===== config.mk =====
export PLATFORM = sky130hd
export DESIGN_NAME = simo_unpack_fifo
export DESIGN_NICKNAME = d
export VERILOG_FILES = /design/src/rtl/simo_unpack_fifo.sv
export SDC_FILE = /design/constraint.sdc
export NUM_CORES = 1
export LEC_CHECK = 0
export BUFFER_PORTS_ARGS = -buffer_cell sky130_fd_sc_hd__buf_2
export CORE_ASPECT_RATIO = 1.2
export CORE_UTILIZATION = 28
export CTS_CLUSTER_DIAMETER = 40
export CTS_CLUSTER_SIZE = 8
export DETAILED_ROUTE_END_ITERATION = 7
export PLACE_DENSITY = 0.53
export SETUP_SLACK_MARGIN = 0.3
export SKIP_LAST_GASP = 1
export SYNTH_ARGS = -nofsm -noshare
export SYNTH_HDL_FRONTEND = slang
export SYNTH_SLANG_ARGS = --single-unit

===== constraint.sdc =====
create_clock -name i_clk -period 5.5 [get_ports i_clk]
set_input_delay 0.55 -clock i_clk [delete_from_list [all_inputs] [get_ports i_clk]]
set_output_delay 0.55 -clock i_clk [all_outputs]
set_load 0.02 [all_outputs]

===== src/rtl/simo_unpack_fifo.sv =====
// Unpacking FIFO: packed bytes in (1/2/4 elements per write by precision mode), up to DATA_LENGTH lanes out per pop.
// Define SIMO_SIGN_EXT_EN to sign-extend sub-byte elements; otherwise they are zero-extended. Assumes DATA_WIDTH >= 8.
module simo_unpack_fifo #(
  parameter int DEPTH       = 32,
  parameter int DATA_WIDTH  = 8,
  parameter int DATA_LENGTH = 9
) (
  input  logic                                     i_clk,
  input  logic                                     i_nrst,
  input  logic                                     i_clear,
  input  logic [1:0]                               i_p_mode,
  input  logic                                     i_write_en,
  input  logic [DATA_WIDTH-1:0]                    i_data,
  input  logic                                     i_pop_en,
  input  logic [$clog2(DATA_LENGTH+1)-1:0]         i_pop_count,
  output logic [DATA_LENGTH-1:0][DATA_WIDTH-1:0]   o_data,
  output logic [DATA_LENGTH-1:0]                   o_valid,
  output logic [$clog2(DEPTH):0]                   o_count,
  output logic                                     o_empty,
  output logic                                     o_full
);

  localparam int PW = $clog2(DEPTH);
  localparam int CW = PW + 1;

  logic [DATA_WIDTH-1:0]                  mem_q [DEPTH];
  logic [PW-1:0]                          wr_ptr_q, wr_ptr_d;
  logic [PW-1:0]                          rd_ptr_q, rd_ptr_d;
  logic [CW-1:0]                          count_q, count_d;
  logic [DATA_LENGTH-1:0][DATA_WIDTH-1:0] data_q, data_d;
  logic [DATA_LENGTH-1:0]                 valid_q, valid_d;

  logic [31:0] elems_w;
  logic [31:0] free_w;
  logic [31:0] req_w;
  logic [31:0] n_w;
  logic        wr_accept;
  logic        pop_fire;

  logic [DATA_WIDTH-1:0] wr_elem [4];
  logic [DATA_WIDTH-1:0] rd_elem [DATA_LENGTH];

  function automatic logic [DATA_WIDTH-1:0] ext4(input logic [3:0] v);
`ifdef SIMO_SIGN_EXT_EN
    return {{(DATA_WIDTH-4){v[3]}}, v};
`else
    return {{(DATA_WIDTH-4){1'b0}}, v};
`endif
  endfunction

  function automatic logic [DATA_WIDTH-1:0] ext2(input logic [1:0] v);
`ifdef SIMO_SIGN_EXT_EN
    return {{(DATA_WIDTH-2){v[1]}}, v};
`else
    return {{(DATA_WIDTH-2){1'b0}}, v};
`endif
  endfunction

  always_comb begin
    case (i_p_mode)
      2'b00:   elems_w = 32'd1;
      2'b01:   elems_w = 32'd2;
      2'b10:   elems_w = 32'd4;
      default: elems_w = 32'd0;
    endcase
  end

  // Acceptance and pop size both use the pre-cycle count, so freed space is not reused this cycle.
  always_comb begin
    free_w    = 32'(DEPTH) - 32'(count_q);
    wr_accept = i_write_en && (elems_w != 32'd0) && (free_w >= elems_w);
    pop_fire  = i_pop_en && (i_pop_count != '0);
    req_w     = 32'(i_pop_count);
    if (req_w > 32'(DATA_LENGTH)) begin
      req_w = 32'(DATA_LENGTH);
    end
    n_w = 32'd0;
    if (pop_fire) begin
      n_w = (req_w < 32'(count_q)) ? req_w : 32'(count_q);
    end
    wr_ptr_d = wr_ptr_q + (wr_accept ? PW'(elems_w) : '0);
    rd_ptr_d = rd_ptr_q + PW'(n_w);
    count_d  = count_q + CW'(wr_accept ? elems_w : 32'd0) - CW'(n_w);
  end

  genvar gi;
  generate
    for (gi = 0; gi < 4; gi++) begin : g_unpack
      logic [3:0] nib;
      logic [1:0] pair;
      assign nib  = i_data[4*(gi%2) +: 4];
      assign pair = i_data[2*gi +: 2];
      assign wr_elem[gi] = (i_p_mode == 2'b01) ? ext4(nib)  :
                           (i_p_mode == 2'b10) ? ext2(pair) : i_data;
    end

    for (gi = 0; gi < DATA_LENGTH; gi++) begin : g_lane
      assign rd_elem[gi] = mem_q[rd_ptr_q + PW'(gi)];
      assign valid_d[gi] = (32'(gi) < n_w);
      assign data_d[gi]  = valid_d[gi] ? rd_elem[gi] : '0;
    end
  endgenerate

  // Storage carries no reset; the pointers alone define what is live.
  always_ff @(posedge i_clk) begin
    if (wr_accept && !i_clear) begin
      for (int k = 0; k < 4; k++) begin
        if (32'(k) < elems_w) begin
          mem_q[wr_ptr_q + PW'(k)] <= wr_elem[k];
        end
      end
    end
  end

  always_ff @(posedge i_clk or negedge i_nrst) begin
    if (!i_nrst) begin
      wr_ptr_q <= '0;
      rd_ptr_q <= '0;
      count_q  <= '0;
      data_q   <= '0;
      valid_q  <= '0;
    end else if (i_clear) begin
      wr_ptr_q <= '0;
      rd_ptr_q <= '0;
      count_q  <= '0;
      data_q   <= '0;
      valid_q  <= '0;
    end else begin
      wr_ptr_q <= wr_ptr_d;
      rd_ptr_q <= rd_ptr_d;
      count_q  <= count_d;
      valid_q  <= valid_d;
      if (pop_fire) begin
        data_q <= data_d;
      end
    end
  end

  assign o_data  = data_q;
  assign o_valid = valid_q;
  assign o_count = count_q;
  assign o_empty = (count_q == '0);
  assign o_full  = (i_p_mode == 2'b11) || (free_w < elems_w);

endmodule


==> impl_metrics.json <==
{
  "status": "finished, final reports clean",
  "h-tree-depth": 2,
  "fin_cells": 4057,
  "cts-buffers-inserted": 55,
  "post_cts_buffers": 0,
  "synth_ff_type": "edfxtp_1",
  "final_cell_mix": "315 x nand2_1, 260 x mux4_2, 256 x edfxtp_1",
  "clockBufferDepth": 3,
  "place_hpwl_mm": 101.3,
  "peakVddDrop_uv": 316.0,
  "p_leak_nw": 11.49,
  "wl_met2_mm": 60.91,
  "num_rows": 128,
  "crit_buf_inv": 2,
  "power_density_mw_per_mm2": 538.0,
  "antenna_found_initial": 7,
  "cts-root-buf": "clkbuf_16",
  "hold_viol": 0,
  "rrSetupSlack_ns": 1.20,
  "fin_crit_ns": 4.304,
  "cts.sinks": 353,
  "ant_nets": 0,
  "skew_ns": 0.03219,
  "fin_crit_sh": 0.7826,
  "relSlewSlack": 0.1434,
  "worstPathCellList": "inv_1 > ha_1 > ha_1 > nor2b_1 > o21a_1 > a2111oi_4 > a21oi_1 > nand2_1 > fa_1 > inv_1 > ha_1 > a21o_1 > a21oi_1 > o21bai_1 > a21oi_1 > xnor2_1 > nor2_1",
  "grt_start_max_net_pins": 117,
  "fp.dieArea_sq_mm": 0.1045,
  "rsz0062_at_grt": "false",
  "yosysWarnings": 0,
  "fin_area_sq_mm": 0.03282,
  "startpoint_type": "register",
  "ys_types": 87,
  "drt-total-wl_mm": 130.5,
  "top_layer": "met5",
  "grt_pass1_vias": 23857,
  "finalNetCount": 2709,
  "tns_ns": 0,
  "via_count": 25272,
  "ys_ff_latch": 353,
  "dpl_cell_area_sq_mm": 0.03116,
  "ctsResizeCount": 0,
  "avgRoutedWirePerCell_um": 32.17,
  "syn_area_sq_mm": 0.02889,
  "power_mw": 17.66,
  "start_util": 0.2836,
  "hold_path_class": "primary input to asynchronous set/reset pin",
  "place_inst": 3952,
  "synth_cells": 2598,
  "firstDrtPassIters": 6,
  "drc": 0,
  "finalMaxSlewViolations": 0,
  "end_kind": "register",
  "critical_path.top_delay_family": "compound AO/OA/AOI/OAI gates",
  "postCtsHoldBufs": 0,
  "worstPathArrival_ns": 4.79,
  "cts_tree": "yes",
  "gp_congestion": 1.009,
  "grt_pass1_wl_mm": 184.5,
  "syn-num-nets": 2663,
  "synth.avg_cell_area_sq_um": 11.12,
  "portBuffers": 107,
  "setup_viol": 0,
  "fp.dieW_um": 295.2,
  "critPathMaxFanout": 11,
  "synth-seq-area-share": 0.3501,
  "async_flop_share": 0.2748,
  "grt-ovfl-total": 0,
  "areaGrowthSynthToFinish_pct": 13.61,
  "required_ns": 5.98,
  "fmax_mhz": 232.3,
  "via_per_inst": 6.229,
  "met3_wirelength_mm": 8.730,
  "worstSkewPairLatency_ns": 0.64,
  "drive_gt1_frac": 0.2461,
  "wl_met1_mm": 48.90,
  "final_common_cell": "nand2_1",
  "slowest_delay_ns": 0.54,
  "grt_usage": 0.2460,
  "ios": 108,
  "drv_cap": 0,
  "synth_edf_count": 256,
  "path_class": "register to register",
  "drt_iter0_markers": 3191,
  "tightest_slew_ns": 1.253,
  "die_y_um": 353.9,
  "cts.clk_slew.worst_paths_ns": 0.05,
  "post-route-util": 0.3222,
  "fp.coreArea_sq_mm": 0.1019,
  "crit_slowest_cell": "a2111oi_4"
}
[cells in the mapped netlist (9+ instances only)]
cell	n	share of area
nor3_1	29	0.0050
a221oi_1	23	0.0070
nor2_1	129	0.017
mux2_2	39	0.015
xor2_1	18	0.0055
nor4_1	14	0.0030
buf_4	17	0.0044
a22o_1	10	0.0030
a32o_1	33	0.011
clkbuf_1	98	0.013
o221ai_1	27	0.0082
edfxtp_1	256	0.27
a32oi_1	65	0.020
o21ai_0	87	0.015
nand4_1	9	0.0019
a31oi_1	16	0.0035
mux4_2	260	0.20
xnor2_1	21	0.0064
nor2b_1	22	0.0048
a211oi_1	19	0.0049
ha_1	41	0.018
inv_1	35	0.0045
dfrtp_1	97	0.084
mux2i_1	227	0.079
a22oi_1	41	0.011
and2_1	51	0.011
o211ai_1	25	0.0065
o22ai_1	67	0.015
a21oi_1	133	0.023
buf_2	95	0.016
nand3_1	79	0.014
buf_1	13	0.0017
a21o_1	30	0.0078
nand2b_1	13	0.0028
nand2_1	316	0.041
o21ai_2	18	0.0055
[worst paths after layout]
check / start / end / depth (start not counted)
worst max-delay path: o_count[0] / o_count[5] / 17
max in group asynchronous: i_nrst / o_data[58] / 2
worst min-delay path: i_nrst / o_valid[7] / 1
worst min register to register: o_data[54] / o_data[54] / 2
min in group i_clk: i_data[6] / mem_q[4][6] / 2
worst max register to register: o_count[0] / o_count[5] / 17
[registers in the layout, summed over array words and instances, names as in the netlist]
name / count
o_count: 6
o_data: 72
rd_ptr_q: 5
o_valid: 9
wr_ptr_q: 5
mem_q: 256
[logic make-up (layout without fill, tap and decap cells)]
logic type,count (synthesis),in the layout,share of synthesized area
AND/OR/NAND/NOR,703,703,0.1120
AO/OA/AOI/OAI,660,660,0.1629
multiplexers,529,529,0.2993
flip-flops,353,353,0.3501
buffers and inverters,267,359,0.04210
adder cells (fa/ha/maj),46,46,0.02122
XOR/XNOR,40,40,0.01239
other,0,2,0
[final cells by class]
| type | count | area [sq um] |
|---|---|---|
| diodes | 2 | 5.005 |
| clock buffers | 92 | 1555 |
| clock inverters | 11 | 101.3 |
| fillers | 10322 | 69040 |
| inverters | 39 | 146.4 |
| multi-input cells | 1978 | 17730 |
| flip-flops and latches | 353 | 10120 |
| well taps | 1365 | 1708 |
| repair buffers | 217 | 1451 |
[routing by layer]
| metal | track usage | vias to the layer above |
|---|---|---|
| li1 | - | 10514 |
| met1 | 0.2986 | 12868 |
| met2 | 0.3983 | 1539 |
| met3 | 0.03038 | 347 |
| met4 | 0.1853 | 4 |
| met5 | 0 | - |
[power by group]
group	total, mW	internal (mW)	switching (mW)	leakage [nW]
Combinational	10.9	4.18	6.75	7.07
Sequential	3.51	3.18	0.331	3.63
Clock	3.22	1.92	1.30	0.795
Total	17.7	9.28	8.38	11.5
[through the flow]
stage	worst slack, ns	hold slack, ns
floorplan	1.437	0.2544
global placement	1.024	0.4579
detailed placement	1.029	0.4649
CTS	1.189	0.02204
global route	0.9209	0.06467
finish	1.196	0.01704
No activity file was read; power rests on OpenSTA's default activity.
